==> src/rtl/ternary_pkg.sv <==
// Shared constants and types for the radix-3 digit serializer.
// Optional leading-zero suppression is selected with the TERNARY_LZS_EN macro.
package ternary_pkg;

    localparam int W        = 16;
    localparam int N_DIGITS = 11;
    localparam int IDX_W    = 4;

    localparam logic [IDX_W-1:0] LAST_IDX = IDX_W'(N_DIGITS - 1);

    typedef logic [1:0] trit_t;

    typedef enum logic [1:0] {
        IDLE = 2'd0,
        LOAD = 2'd1,
        EMIT = 2'd2
    } state_e;

endpackage

==> src/rtl/div_16_3_stand.sv <==
// Combinational 16-bit unsigned divide-by-3 core: X = 3*Q + R.
// Restoring long division, one quotient bit per stage from the MSB down.
module div_16_3_stand (
    input  logic [15:0] X,
    output logic [14:0] Q,
    output logic [1:0]  R
);

    // rem[0] is the remainder after bit 15; that bit alone can never reach 3,
    // so quotient bit 15 is always zero and is not computed.
    logic [1:0] rem [0:15];

    assign rem[0] = {1'b0, X[15]};

    genvar gi;
    generate
        for (gi = 0; gi < 15; gi++) begin : g_stage
            logic [2:0] partial;
            logic [2:0] reduced;
            logic       take;

            assign partial       = {rem[gi], X[14-gi]};
            assign reduced       = partial - 3'd3;
            assign take          = (partial >= 3'd3);
            assign Q[14-gi]      = take;
            assign rem[gi+1]     = take ? reduced[1:0] : partial[1:0];
        end
    endgenerate

    assign R = rem[15];

endmodule

==> src/rtl/ternary_digit_serializer.sv <==
// Converts a 16-bit operand to base-3 trits, LSD first, over a valid/ready stream.
// Define TERNARY_LZS_EN to stop at the most significant nonzero trit.
module ternary_digit_serializer
    import ternary_pkg::*;
(
    input  logic             clk,
    input  logic             rst_n,
    input  logic [W-1:0]     IN_X,
    input  logic             in_valid,
    output logic             in_ready,
    output logic [1:0]       DIGIT_out,
    output logic             digit_valid,
    input  logic             digit_ready,
    output logic [IDX_W-1:0] digit_idx,
    output logic             digit_last
);

    localparam logic [1:0] ST_IDLE = 2'(IDLE);
    localparam logic [1:0] ST_LOAD = 2'(LOAD);
    localparam logic [1:0] ST_EMIT = 2'(EMIT);

    logic [1:0]       state_reg, state_next;
    logic [W-1:0]     work_reg,  work_next;
    trit_t            digit_reg, digit_next;
    logic             valid_reg, valid_next;
    logic [IDX_W-1:0] idx_reg,   idx_next;
    logic             last_reg,  last_next;

    logic [W-2:0]     core_q;
    trit_t            core_r;
    logic             step;

    div_16_3_stand u_div (
        .X (work_reg),
        .Q (core_q),
        .R (core_r)
    );

    always_comb begin
        state_next = state_reg;
        work_next  = work_reg;
        digit_next = digit_reg;
        valid_next = valid_reg;
        idx_next   = idx_reg;
        last_next  = last_reg;
        step       = 1'b0;

        case (state_reg)
            ST_IDLE: begin
                valid_next = 1'b0;
                if (in_valid) begin
                    work_next  = IN_X;
                    idx_next   = '0;
                    state_next = ST_LOAD;
                end
            end
            ST_LOAD: begin
                step       = 1'b1;
                state_next = ST_EMIT;
            end
            ST_EMIT: begin
                if (valid_reg && digit_ready) begin
                    if (last_reg) begin
                        valid_next = 1'b0;
                        state_next = ST_IDLE;
                    end else begin
                        step     = 1'b1;
                        idx_next = idx_reg + 1'b1;
                    end
                end
            end
            default: begin
                valid_next = 1'b0;
                state_next = ST_IDLE;
            end
        endcase

        // Peel one trit off the working value; last-ness refers to the trit being loaded.
        if (step) begin
            digit_next = core_r;
            work_next  = {1'b0, core_q};
            valid_next = 1'b1;
`ifdef TERNARY_LZS_EN
            last_next  = (core_q == '0) || (idx_next == LAST_IDX);
`else
            last_next  = (idx_next == LAST_IDX);
`endif
        end
    end

    always_ff @(posedge clk or negedge rst_n) begin
        if (!rst_n) begin
            state_reg <= ST_IDLE;
            work_reg  <= '0;
            digit_reg <= '0;
            valid_reg <= 1'b0;
            idx_reg   <= '0;
            last_reg  <= 1'b0;
        end else begin
            state_reg <= state_next;
            work_reg  <= work_next;
            digit_reg <= digit_next;
            valid_reg <= valid_next;
            idx_reg   <= idx_next;
            last_reg  <= last_next;
        end
    end

    assign in_ready    = (state_reg == ST_IDLE);
    assign DIGIT_out   = digit_reg;
    assign digit_valid = valid_reg;
    assign digit_idx   = idx_reg;
    assign digit_last  = last_reg;

endmodule
==> config.mk <==
export PLATFORM = sky130hd
export DESIGN_NAME = ternary_digit_serializer
export DESIGN_NICKNAME = d
export VERILOG_FILES = /design/src/rtl/ternary_pkg.sv /design/src/rtl/div_16_3_stand.sv /design/src/rtl/ternary_digit_serializer.sv
export SDC_FILE = /design/constraint.sdc
export NUM_CORES = 1
export LEC_CHECK = 0
export CAP_MARGIN = 20
export CORE_UTILIZATION = 45
export CTS_CLUSTER_DIAMETER = 120
export CTS_CLUSTER_SIZE = 40
export DETAILED_ROUTE_END_ITERATION = 10
export DONT_BUFFER_PORTS = 1
export GPL_TIMING_DRIVEN = 0
export PLACE_DENSITY = 0.62
export SYNTH_ARGS = -nofsm -noshare
export SYNTH_HDL_FRONTEND = slang
export SYNTH_SLANG_ARGS = --single-unit
==> constraint.sdc <==
create_clock -name clk -period 21.1 [get_ports clk]
set_input_delay 3.165 -clock clk [delete_from_list [all_inputs] [get_ports clk]]
set_output_delay 3.165 -clock clk [all_outputs]
set_load 0.05 [all_outputs]
==> metrics.md, run 1 <==
| Metric | Value |
|---|---|
| Post-Synth XOR/XNOR Area | 0.988% |
| Fin crit share | 72.1% |
| Yosys reg bits | 26 |
| Cell count of the worst reg-to-reg path | 66 |
| CTS hold repair buffers | 0 |
| WP data arrival | 15.35 ns |
| Synth cell types | 74 |
| Met1 Track Usage GR | 27.4% |
| Final cell count without fillers | 391 |
| Launching point of the worst reg2reg path | work_reg[14] |
| Setup bufs post-CTS | 0 |
| Htree depth | 1 |
| First-pass GRT wire length | 10300 um |
| Port bufs | 0 |
| Wire length per cell | 15.7 um |
| Detail Route Antenna Nets | 0 |
| GRT Overall Usage | 20.1% |
| Root Buffer | clkbuf_8 |
| Cts bufs inserted | 3 |
| Worst-path maximum fanout | 9 |
| Synthesized cell area | 2660 um^2 |
| PostCTS Resize Cnt | 0 |
| Drt total wl | 6140 um |
| Pre-antenna DRT Iters | 4 |
| Initial Util | 47.4% |
| Worst Path Required | 21.24 ns |
| Largest family of logic cells by synthesized area | compound AO/OA/AOI/OAI gates |
| GR met2 Demand/Resource | 34.1% |
| Clock Tree Buf Depth | 2 |
| Seq/Total Area, Yosys | 24.5% |
| Die width | 78.9 um |
| Simple-Gate Fraction of Synth Area | 23.4% |
| Vias in the first global route | 2281 |
| Final setup fails | 0 |
| Fin. max-slew vios | 0 |
| Routability congestion estimate from global placement | 0.823 |
| Synth async-reset ratio | 100% |
| Crit-path slowest cell | or3b_2 |
| Core area | 5610 um^2 |
| Slew headroom | 37.7% |
| Syn Nets | 354 |
| Routed via count | 2392 |
| Mux cell area share after synthesis | 6.87% |
| Initial antenna violation count | 0 |
| Layout Nets | 359 |
| RR Endpoint | DIGIT_out[1] |
| Drt drc | 0 |
| Post-synthesis compound-gate area fraction | 31.7% |
| Drt via density | 6.12 |
| # fillers | 576 |
| Main synth FF type | dfrtp_1 |
| Final Hold Vio Count | 0 |
| Placed cells | 387 |
| Detail Placement HPWL | 4680 um |
| End point of the critical path | DIGIT_out[1] |
| GR Util met3 | 2.76% |
| Rows | 27 |
| Grt peak-use layer | met2 |
| Critical Path Sink Type | register |
| Area Overhead vs Synth | 6.07% |
| Mapped Avg Cell Area | 8.44 um^2 |
| Io pins | 29 |
| Reg2reg setup slack | 5.89 ns |
| Layout cells sized above 1 | 11.6% |
| FMAX | 65.8 MHz |
| Post-Synthesis Cells | 315 |
| Crit path largest cell delay | 0.50 ns |
| Adder-cell area share of the yosys netlist | 8.94% |
| Critical path startpoint | work_reg[14] |
| Die area | 6220 um^2 |
| Cell repeated most along the worst path | ha_1 |
| Status | finished, final reports clean |
| Max cap viols | 0 |
| Reg clk slew, reported paths | 0.10 ns |
| Crit path time final | 15.21 ns |
| Antenna cells | 0 |
| Post-synth EDFFs | 0 |
| Largest net degree at the start of global routing | 27 |
| Tightest Pin Transition | 0.928 ns |
| Startpoint types | register |
| RSZ-0062 raised after global routing | no |
| Clk sink count | 26 |
| Class of the tightest hold or removal check | reg2reg |
| Ys Warns | 0 |
| Die height | 78.9 um |
| Gr ovfl total | 0 |
| Max Clock Skew | 0.00436 ns |
| Initial DRC Count | 177 |
| Max FFs per register | 16 |
| Clk_lat worst skew | 0.27 ns |
| WS Path Type | reg2reg |
| CTS tree | built |
| Final setup TNS | 0 ns |
## layer usage
layer	vias to the layer above	wire length (um)	share of wire (%)
met3	2	321	5.2
met2	54	2830	46
li1	1217	-	-
met4	0	8	0.13
met1	1119	2980	48
met5	-	0	0
## worst max-delay path: cells and delay by family (launching register included)
| kind | cells | cell delay, ns |
|---|---|---|
| and+or+nand+nor | 21 | 5.09 |
| DFF | 1 | 0.42 |
| AOI/OAI and AO/OA | 26 | 5.00 |
| muxes | 3 | 0.68 |
| buffers and inverters | 2 | 0.44 |
| adders and majority gates | 14 | 3.43 |
## synth_stat cells (6+ instances only)
library cell   n  share of area, %
a21oi_1       19               3.6
clkbuf_1       7              0.99
dfrtp_1       26                24
ha_1          19               8.9
inv_1         14               2.0
mux2i_1       10               3.8
nand2_1       36               5.1
nand3_1        9               1.7
nor2_1        26               3.7
nor3_1        10               1.9
o21a_1         6               1.7
o21ai_0       19               3.6
## cell usage in the layout (no fill, tap or decap), drive strengths merged, types with 4 or more instances in the layout
| cell type | count |
|---|---|
| a21oi | 19 |
| a221o | 4 |
| a22o | 4 |
| clkbuf | 10 |
| dfrtp | 26 |
| ha | 19 |
| inv | 14 |
| mux2 | 5 |
| mux2i | 11 |
| nand2 | 36 |
| nand2b | 5 |
| nand3 | 9 |
| nor2 | 26 |
| nor3 | 11 |
| o211ai | 7 |
| o21a | 8 |
| o21ai | 23 |
| o31ai | 4 |
| or2 | 4 |
## stage by stage
stage | setup WS (ns) | hold WS [ns] | utilization [%] | instance area (um^2)
5_1_grt | 4.50 | 0.593 | 50.3 | 2820
2_1_floorplan | 7.68 | 0.487 | - | 2660
3_3_place_gp | 6.09 | 0.531 | 49.0 | 2750
3_5_place_dp | 5.94 | 0.531 | 49.0 | 2750
4_1_cts | 5.87 | 0.564 | 50.3 | 2820
6_report | 5.89 | 0.563 | 50.3 | 2820
## cells by family (layout without fill, tap and decap cells)
logic type               count (synthesis)  in the layout
buffers and inverters                   24             28
XOR/XNOR                                 3              3
multiplexers                            16             16
adder cells (fa/ha/maj)                 19             19
AO/OA/AOI/OAI                          109            109
flip-flops                              26             26
AND/OR/NAND/NOR                        118            118
## cell type report
cell class | instances | area [um^2] | area share (%)
clock buffer | 3 | 41.3 | 1.46
sequential | 26 | 651 | 23.1
inverter | 14 | 52.6 | 1.86
multi-input combinational | 265 | 1910 | 67.8
buffer | 10 | 43.8 | 1.55
tap | 72 | 90.1 | 3.19
clock inverter | 1 | 30.0 | 1.06
## worst min-delay path by stage
| stage | start | endpoint | slack (ns) | cells past startpoint |
|---|---|---|---|---|
| 3_3_place_gp | work_reg[14] | work_reg[14] | 0.53 | 1 |
| 3_5_place_dp | work_reg[14] | work_reg[14] | 0.53 | 1 |
| 2_1_floorplan | work_reg[14] | work_reg[14] | 0.49 | 1 |
| 4_1_cts | work_reg[14] | work_reg[14] | 0.56 | 1 |
| 6_report | work_reg[14] | work_reg[14] | 0.56 | 1 |
| 5_1_grt | work_reg[14] | work_reg[14] | 0.59 | 1 |
Power of run 1 is left out: the tool's default activity adds up to more than one toggle a clock period on the data nets, which glitch-free logic cannot reach.
==> inputs of run 2 (changes only) <==
--- a/config.mk
+++ b/config.mk
@@ -12,7 +12,7 @@
 export DETAILED_ROUTE_END_ITERATION = 10
 export DONT_BUFFER_PORTS = 1
 export GPL_TIMING_DRIVEN = 0
-export PLACE_DENSITY = 0.62
+export PLACE_DENSITY = 0.64
 export SYNTH_ARGS = -nofsm -noshare
 export SYNTH_HDL_FRONTEND = slang
 export SYNTH_SLANG_ARGS = --single-unit
==> constraint.sdc (replaced) <==
create_clock -name clk -period 13.31 [get_ports clk]
set_input_delay 1.9965 -clock clk [delete_from_list [all_inputs] [get_ports clk]]
set_output_delay 1.9965 -clock clk [all_outputs]
set_load 0.05 [all_outputs]
==> run 2 against run 1 <==
Compared with the run above:
- via count rose by 11%
- global-route usage grew 2.5 points
- clock-buffer cell count increased by 1
- fmax grew 19%
- sequential share of layout area fell by 4.4 points
- clock skew fell by 0.0020 ns
- highest routed layer unchanged
==> metrics.md, run 2 (same netlist as run 1, synthesis figures left out) <==
| Metric | Value |
|---|---|
| Status | finished, final reports clean |
| WP data arrival | 12.93 ns |
| Pre-antenna DRT Iters | 4 |
| Port bufs | 0 |
| First-pass GRT wire length | 11400 um |
| Fin. max-slew vios | 0 |
| FMAX | 78.2 MHz |
| Layout cells sized above 1 | 36.7% |
| GR Util met3 | 3.68% |
| Footprint of the multi-input gates | 2270 um^2 |
| Max Clock Skew | 0.00237 ns |
| Hold slack | 0.608 ns |
| WS Path Type | reg2reg |
| Fin crit share | 96.1% |
| CTS tree | built |
| GRT Overall Usage | 22.6% |
| Crit-path slowest cell | dfrtp_1 |
| RSZ-0062 raised after global routing | yes |
| Die area | 6220 um^2 |
| Detail Placement HPWL | 4710 um |
| Die width | 78.9 um |
| Drt total wl | 7240 um |
| Antenna cells | 0 |
| Most frequent cells in the layout | 42 x buf_4, 34 x nand2_1, 26 x dfrtp_1 |
| Io pins | 29 |
| Root Buffer | clkbuf_8 |
| # fillers | 509 |
| Initial antenna violation count | 0 |
| Routability congestion estimate from global placement | 0.857 |
| Routed via count | 2647 |
| Seq. cell area | 651 um^2 |
| Slew headroom | 47.5% |
| Initial Util | 47.4% |
| Clock Tree Buf Depth | 2 |
| Initial DRC Count | 138 |
| Critical Path Sink Type | register |
| Drt via density | 6.13 |
| Final setup fails | 0 |
| Grt peak-use layer | met2 |
| Crit path largest cell delay | 0.41 ns |
| Final Hold Vio Count | 0 |
| Cts bufs inserted | 3 |
| Reg clk slew, reported paths | 0.09 ns |
| Crit path time final | 12.79 ns |
| Largest net degree at the start of global routing | 27 |
| Met1 Track Usage GR | 29.1% |
| Class of the tightest hold or removal check | reg2reg |
| Gr ovfl total | 0 |
| Max cap viols | 0 |
| Core area | 5610 um^2 |
| Wire length per cell | 16.8 um |
| Max FFs per register | 16 |
| Vias in the first global route | 2466 |
| Worst-path maximum fanout | 9 |
| Rows | 27 |
| Detail Route Antenna Nets | 0 |
| Die height | 78.9 um |
| Clk sink count | 26 |
| CTS hold repair buffers | 0 |
| Startpoint types | register |
| Clk_lat worst skew | 0.27 ns |
| Drt drc | 0 |
| GR met2 Demand/Resource | 39.8% |
| Layout Nets | 400 |
| Most common cell after layout, fill and taps aside | buf_4 |
| Worst Path Required | 13.45 ns |
| Cell repeated most along the worst path | ha_2 |
| Htree depth | 1 |
| Area Overhead vs Synth | 30.9% |
| Tightest Pin Transition | 0.782 ns |
==> run 2: cell count changes in the layout (fill, tap and decap cells not counted), moves of 5 or more <==
| cell | before | now |
|---|---|---|
| a21oi_1 | 19 | 12 |
| a21oi_2 | 0 | 6 |
| buf_4 | 1 | 42 |
| ha_1 | 19 | 4 |
| ha_2 | 0 | 11 |
| nor2_1 | 26 | 19 |
| nor2_4 | 0 | 5 |
==> run 2: what timing repair did <==
item	4_1_cts	5_1_grt
pin swaps	9	26
setup buffers	18	23
resized for setup	34	49
setup endpoints to repair	4	4
==> run 2: cell type report <==
type,instances,share of cell area (%)
tap,72,2.59
sequential,26,18.7
multi-input combinational,265,65.3
inverter,14,1.51
timing repair buffer,41,8.84
clock buffer,4,1.58
buffer,10,1.47
==> run 2: routing by layer <==
metal | wire, um | share of wire [%]
met5 | 0 | 0
met2 | 3570 | 49
met4 | 78 | 1.1
met3 | 358 | 4.9
met1 | 3230 | 45
==> run 2: final timing paths <==
| kind | start | to | slack [ns] | cells past startpoint |
|---|---|---|---|---|
| max | work_reg[14] | DIGIT_out[1] | 0.52 | 77 |
| min | work_reg[15] | work_reg[15] | 0.61 | 2 |
| max reg2reg | work_reg[14] | DIGIT_out[1] | 0.52 | 77 |
| min reg2reg | work_reg[15] | work_reg[15] | 0.61 | 2 |
| max in group asynchronous | rst_n | DIGIT_out[1] | 11.83 | 0 |
| min in group asynchronous | rst_n | work_reg[13] | 1.41 | 0 |
==> run 2: worst max-delay path, delay by kind of cell, from the launching register on <==
| kind | cells | cell delay [ns] |
|---|---|---|
| compound gates | 28 | 3.82 |
| fa+ha+maj | 14 | 2.93 |
| buf+inv | 5 | 0.69 |
| flops | 1 | 0.41 |
| mux | 2 | 0.52 |
| simple gates | 28 | 4.27 |
==> run 2: metrics by stage <==
stage / setup TNS, ns / utilization, % / cells / setup slack, ns / area, um^2
2_1_floorplan: 0 / - / 315 / 0.0940 / 2670
3_3_place_gp: -4.46 / 49.2 / 387 / -1.40 / 2760
3_5_place_dp: -5.40 / 49.2 / 387 / -1.64 / 2760
4_1_cts: 0 / 54.9 / 409 / 0.0347 / 3080
5_1_grt: -0.587 / 62.1 / 432 / -0.229 / 3480
6_report: 0 / 62.1 / 432 / 0.516 / 3480
Power of run 2 is left out for the same reason.
==> RTL change 1 (settings of run 2) <==
Build with the macro `TERNARY_LZS_EN` defined.
--- a/src/rtl/ternary_digit_serializer.sv
+++ b/src/rtl/ternary_digit_serializer.sv
@@ -1,4 +1,6 @@
 // Converts a 16-bit operand to base-3 trits, LSD first, over a valid/ready stream.
 // Define TERNARY_LZS_EN to stop at the most significant nonzero trit.
+`define TERNARY_LZS_EN
+
 module ternary_digit_serializer
     import ternary_pkg::*;
Behaviour: not the same (a bounded check fails within 4 cycles, from zero or initial values and one cycle with rst_n low).
==> RTL change 1 against run 2 <==
- global-route usage up 1.7 points
- area after synthesis up 5.4%
- wire length up 14%
- critical path depth down 2
- via count up 9.8%
- synthesized cell count up 11%
- cell area up 4.4%
- setup slack worse by 0.054 ns
- sequential cell count unchanged
- die area up 5.2%
- hold slack better by 0.0016 ns
- critical path type unchanged
- critical endpoint is now digit_last$_DFFE_PN0P_
- largest cell class unchanged
- highest routed layer unchanged
Power is not shown: default switching activity piles up to over one toggle a cycle in this logic, so the estimate is an artifact.
==> RTL change 1: results (changes against run 2) <==
Worst setup path
  – Delay-heaviest family, CP: compound AO/OA/AOI/OAI gates (was simple AND/OR/NAND/NOR gates)
  – RR Endpoint: digit_last$_DFFE_PN0P_ (was DIGIT_out[1]$_DFFE_PN0P_)
  – Worst reg-to-reg setup slack: 0.46 ns (was 0.52 ns)
  – Critical Path AT: 13.05 ns (was 12.93 ns)
  – CP max-delay cell: or4_4 (was dfrtp_1)

Layout
  – Fraction of area in non-clock buffers: 10.09% (was 10.31%)
  – Filler cells: 518 (was 509)
  – Final #Nets: 433 (was 400)
  – Design Area, Final: 3635 µm² (was 3482 µm²)
  – Count of plain and timing-repair buffers: 54 (was 51)
  – Sequential cell area share: 17.93% (was 18.68%)
  – Clock buffer cells: 3 (was 4)
  – Final std cells w/o fill: 468 (was 432)
  – Clock-cell share: 1.962% (was 1.581%)
  – Inverter count: 18 (was 14)

Status
  – Status: complete, no violations (unchanged)

Yosys
  – Syn_area_per_cell: 8.031 µm² (was 8.445 µm²)
  – Distinct cells, synth: 63 (was 74)
  – Adder-Cell Fraction of Synth Area: 8.482% (was 8.937%)
  – Synth top area cells: dfrtp_1 23%, ha_1 8.5%, mux2i_1 5.4%, nor2_1 4.4%, a21oi_1 4.1% (was dfrtp_1 24%, ha_1 8.9%, nand2_1 5.1%, mux2i_1 3.8%, nor2_1 3.7%)
  – Post-synthesis mux area share: 7.902% (was 6.867%)
  – Seq/Total Area, Yosys: 23.21% (was 24.46%)
  – Xor and xnor area share after synthesis: 0.9375% (was 0.9878%)

Timing
  – Slew @ Worst Pin: 0.6712 ns (was 0.7822 ns)
  – Hold WS: 0.6092 ns (was 0.6076 ns)
  – Minimum clock period after layout: 12.85 ns (was 12.79 ns)

Detailed routing
  – DR vias: 2906 (was 2647)
  – Met2 WL post-DR: 4189 µm (was 3574 µm)
  – Metal-1 WL: 3638 µm (was 3228 µm)

Clocking
  – Post-CTS setup buffers: 22 (was 18)
  – Resize count post-CTS: 41 (was 34)

Place
  – Placed Cells: 424 (was 387)
  – Placer Congestion: 0.8615 (was 0.8568)
  – Area after DPL: 2917 µm² (was 2756 µm²)
  – Detail Placement HPWL: 5361 µm (was 4713 µm)

GRT
  – Vias in the first global route: 2741 (was 2466)
## RTL change 1: cell count changes in the layout (fill, tap and decap cells not counted), sizes merged, moves of 5 or more
cell           run 2  this run
a211oi             3         9
and2               2         8
nand2             36        29
nor2              26        33
o211ai             7         2
## RTL change 1: worst max path at each step
stage,start,end,depth (start not counted)
after floorplan,work_reg[14]$_DFFE_PN0P_,digit_last$_DFFE_PN0P_,74
after global placement,work_reg[14]$_DFFE_PN0P_,digit_last$_DFFE_PN0P_,75
after detailed placement,work_reg[14]$_DFFE_PN0P_,digit_last$_DFFE_PN0P_,74
after CTS,work_reg[14]$_DFFE_PN0P_,digit_last$_DFFE_PN0P_,76
after global routing,work_reg[14]$_DFFE_PN0P_,digit_last$_DFFE_PN0P_,75
final,work_reg[14]$_DFFE_PN0P_,digit_last$_DFFE_PN0P_,75
## RTL change 1: metal layers
metal | global-route usage (%) | vias to the layer above
met5 | 0 | -
met4 | 4.643 | 0
met3 | 3.034 | 6
met2 | 42.27 | 62
met1 | 32.12 | 1416
li1 | - | 1422
==> RTL change 2 (config.mk and constraints of run 2) <==
Without the edit above. Put one more register stage on the output `digit_valid`. The value now appears one clock later. The other outputs are not delayed to match.
--- a/src/rtl/ternary_digit_serializer.sv
+++ b/src/rtl/ternary_digit_serializer.sv
@@ -109,5 +109,7 @@
     assign in_ready    = (state_reg == ST_IDLE);
     assign DIGIT_out   = digit_reg;
-    assign digit_valid = valid_reg;
+    always_ff @(posedge clk) begin
+        digit_valid <= valid_reg;
+    end
     assign digit_idx   = idx_reg;
     assign digit_last  = last_reg;
Formal check against the unedited RTL: not equivalent (a bounded check fails within 4 cycles, from zero or initial values and one cycle with rst_n low).
==> RTL change 2 against run 2 <==
- fmax up 0.31%
- area after synthesis up 0.75%
- setup slack better by 0.040 ns
- cell count down 0.46%
- sequential cell count up 1
- non-clock buffer count down 3
- first-iteration DRC count up 39%
- critical path depth unchanged
- cell area unchanged
- wire length up 2.0%
- critical endpoint unchanged
- largest cell class unchanged
- highest routed layer unchanged
Power is not shown: default switching activity piles up to over one toggle a cycle in this logic, so the estimate is an artifact.
==> RTL change 2: results (changes against run 2) <==
Status
  – Status: complete, no violations (unchanged)

Detailed routing
  – Number of vias per cell: 6.047 (was 6.127)
  – Final wirelength: 7384 µm (was 7238 µm)
  – DR vias: 2600 (was 2647)

Timing
  – Relative slew margins: 40.65% (was 47.51%)
  – Setup Skew: 0.009241 ns (was 0.002368 ns)

Yosys
  – Adder-Cell Fraction of Synth Area: 8.870% (was 8.937%)
  – Post-synthesis mux area share: 6.816% (was 6.867%)
  – Seq/Total Area, Yosys: 25.02% (was 24.46%)
  – Xor and xnor area share after synthesis: 0.9804% (was 0.9878%)
  – Synth top area cells: dfrtp_1 24%, ha_1 8.9%, nand2_1 5.0%, mux2i_1 3.7%, nor2_1 3.6% (was dfrtp_1 24%, ha_1 8.9%, nand2_1 5.1%, mux2i_1 3.8%, nor2_1 3.7%)
  – Distinct cells, synth: 75 (was 74)
  – Syn Inst Count: 316 (was 315)
  – Synth Area in Compound Gates: 31.51% (was 31.75%)
  – Asr flop ratio synth: 96.30% (was 100.0%)

Place
  – Detail Placement HPWL: 4706 µm (was 4713 µm)
  – Worst slack at placement: -1.638 ns (was -1.643 ns)
  – Area after DPL: 2776 µm² (was 2756 µm²)
  – Placer Congestion: 0.8761 (was 0.8568)
  – Placed Cells: 388 (was 387)

Worst hold path
  – Hold endpoint: digit_valid$_DFF_P_ (was work_reg[15]$_DFFE_PN0P_)
  – Worst hold stages: 0 (was 2)
  – Min-delay src: valid_reg$_DFFE_PN0P_ (was work_reg[15]$_DFFE_PN0P_)

Layout
  – Filler cells: 478 (was 509)
  – Share of layout cells above drive strength 1: 36.31% (was 36.67%)
  – Final #Nets: 398 (was 400)

GRT
  – First-pass GRT wire length: 11570 µm (was 11390 µm)
  – Vias in the first global route: 2470 (was 2466)
  – All-Layer GR Usage: 22.80% (was 22.60%)

Worst setup path
  – Worst reg-to-reg setup slack: 0.56 ns (was 0.52 ns)
  – CP max-delay cell: dfrtp_1 (unchanged)
RTL change 2: cell count changes after synthesis, sizes merged:
| cell | before | now |
|---|---|---|
| dfxtp | 0 | 1 |
RTL change 2: cell type report:
cell class / instances / area, µm² / area share [%]
Multi-Input combinational cell: 265 / 2267 / 65.11
Sequential cell: 27 / 670.6 / 19.26
Timing Repair Buffer: 38 / 301.5 / 8.660
Tap cell: 72 / 90.09 / 2.587
Inverter: 14 / 52.55 / 1.509
Buffer: 10 / 51.30 / 1.473
Clock buffer: 3 / 41.29 / 1.186
Clock inverter: 1 / 7.507 / 0.2156
RTL change 2: repair_timing:
item                       4_1_cts  5_1_grt
pin swaps                        9       30
resized for setup               32       52
setup buffers                   19       19
setup endpoints to repair        4        4
gates cloned                     0        0
RTL change 2: routing by layer:
layer	wire (µm)	share of wire, %	up-vias	track usage (%)
met5	0	0	-	0
met4	109	1.5	0	4.727
met3	349	4.7	12	2.989
met2	3531	48	60	38.45
met1	3394	46	1231	30.93
li1	-	-	1297	-
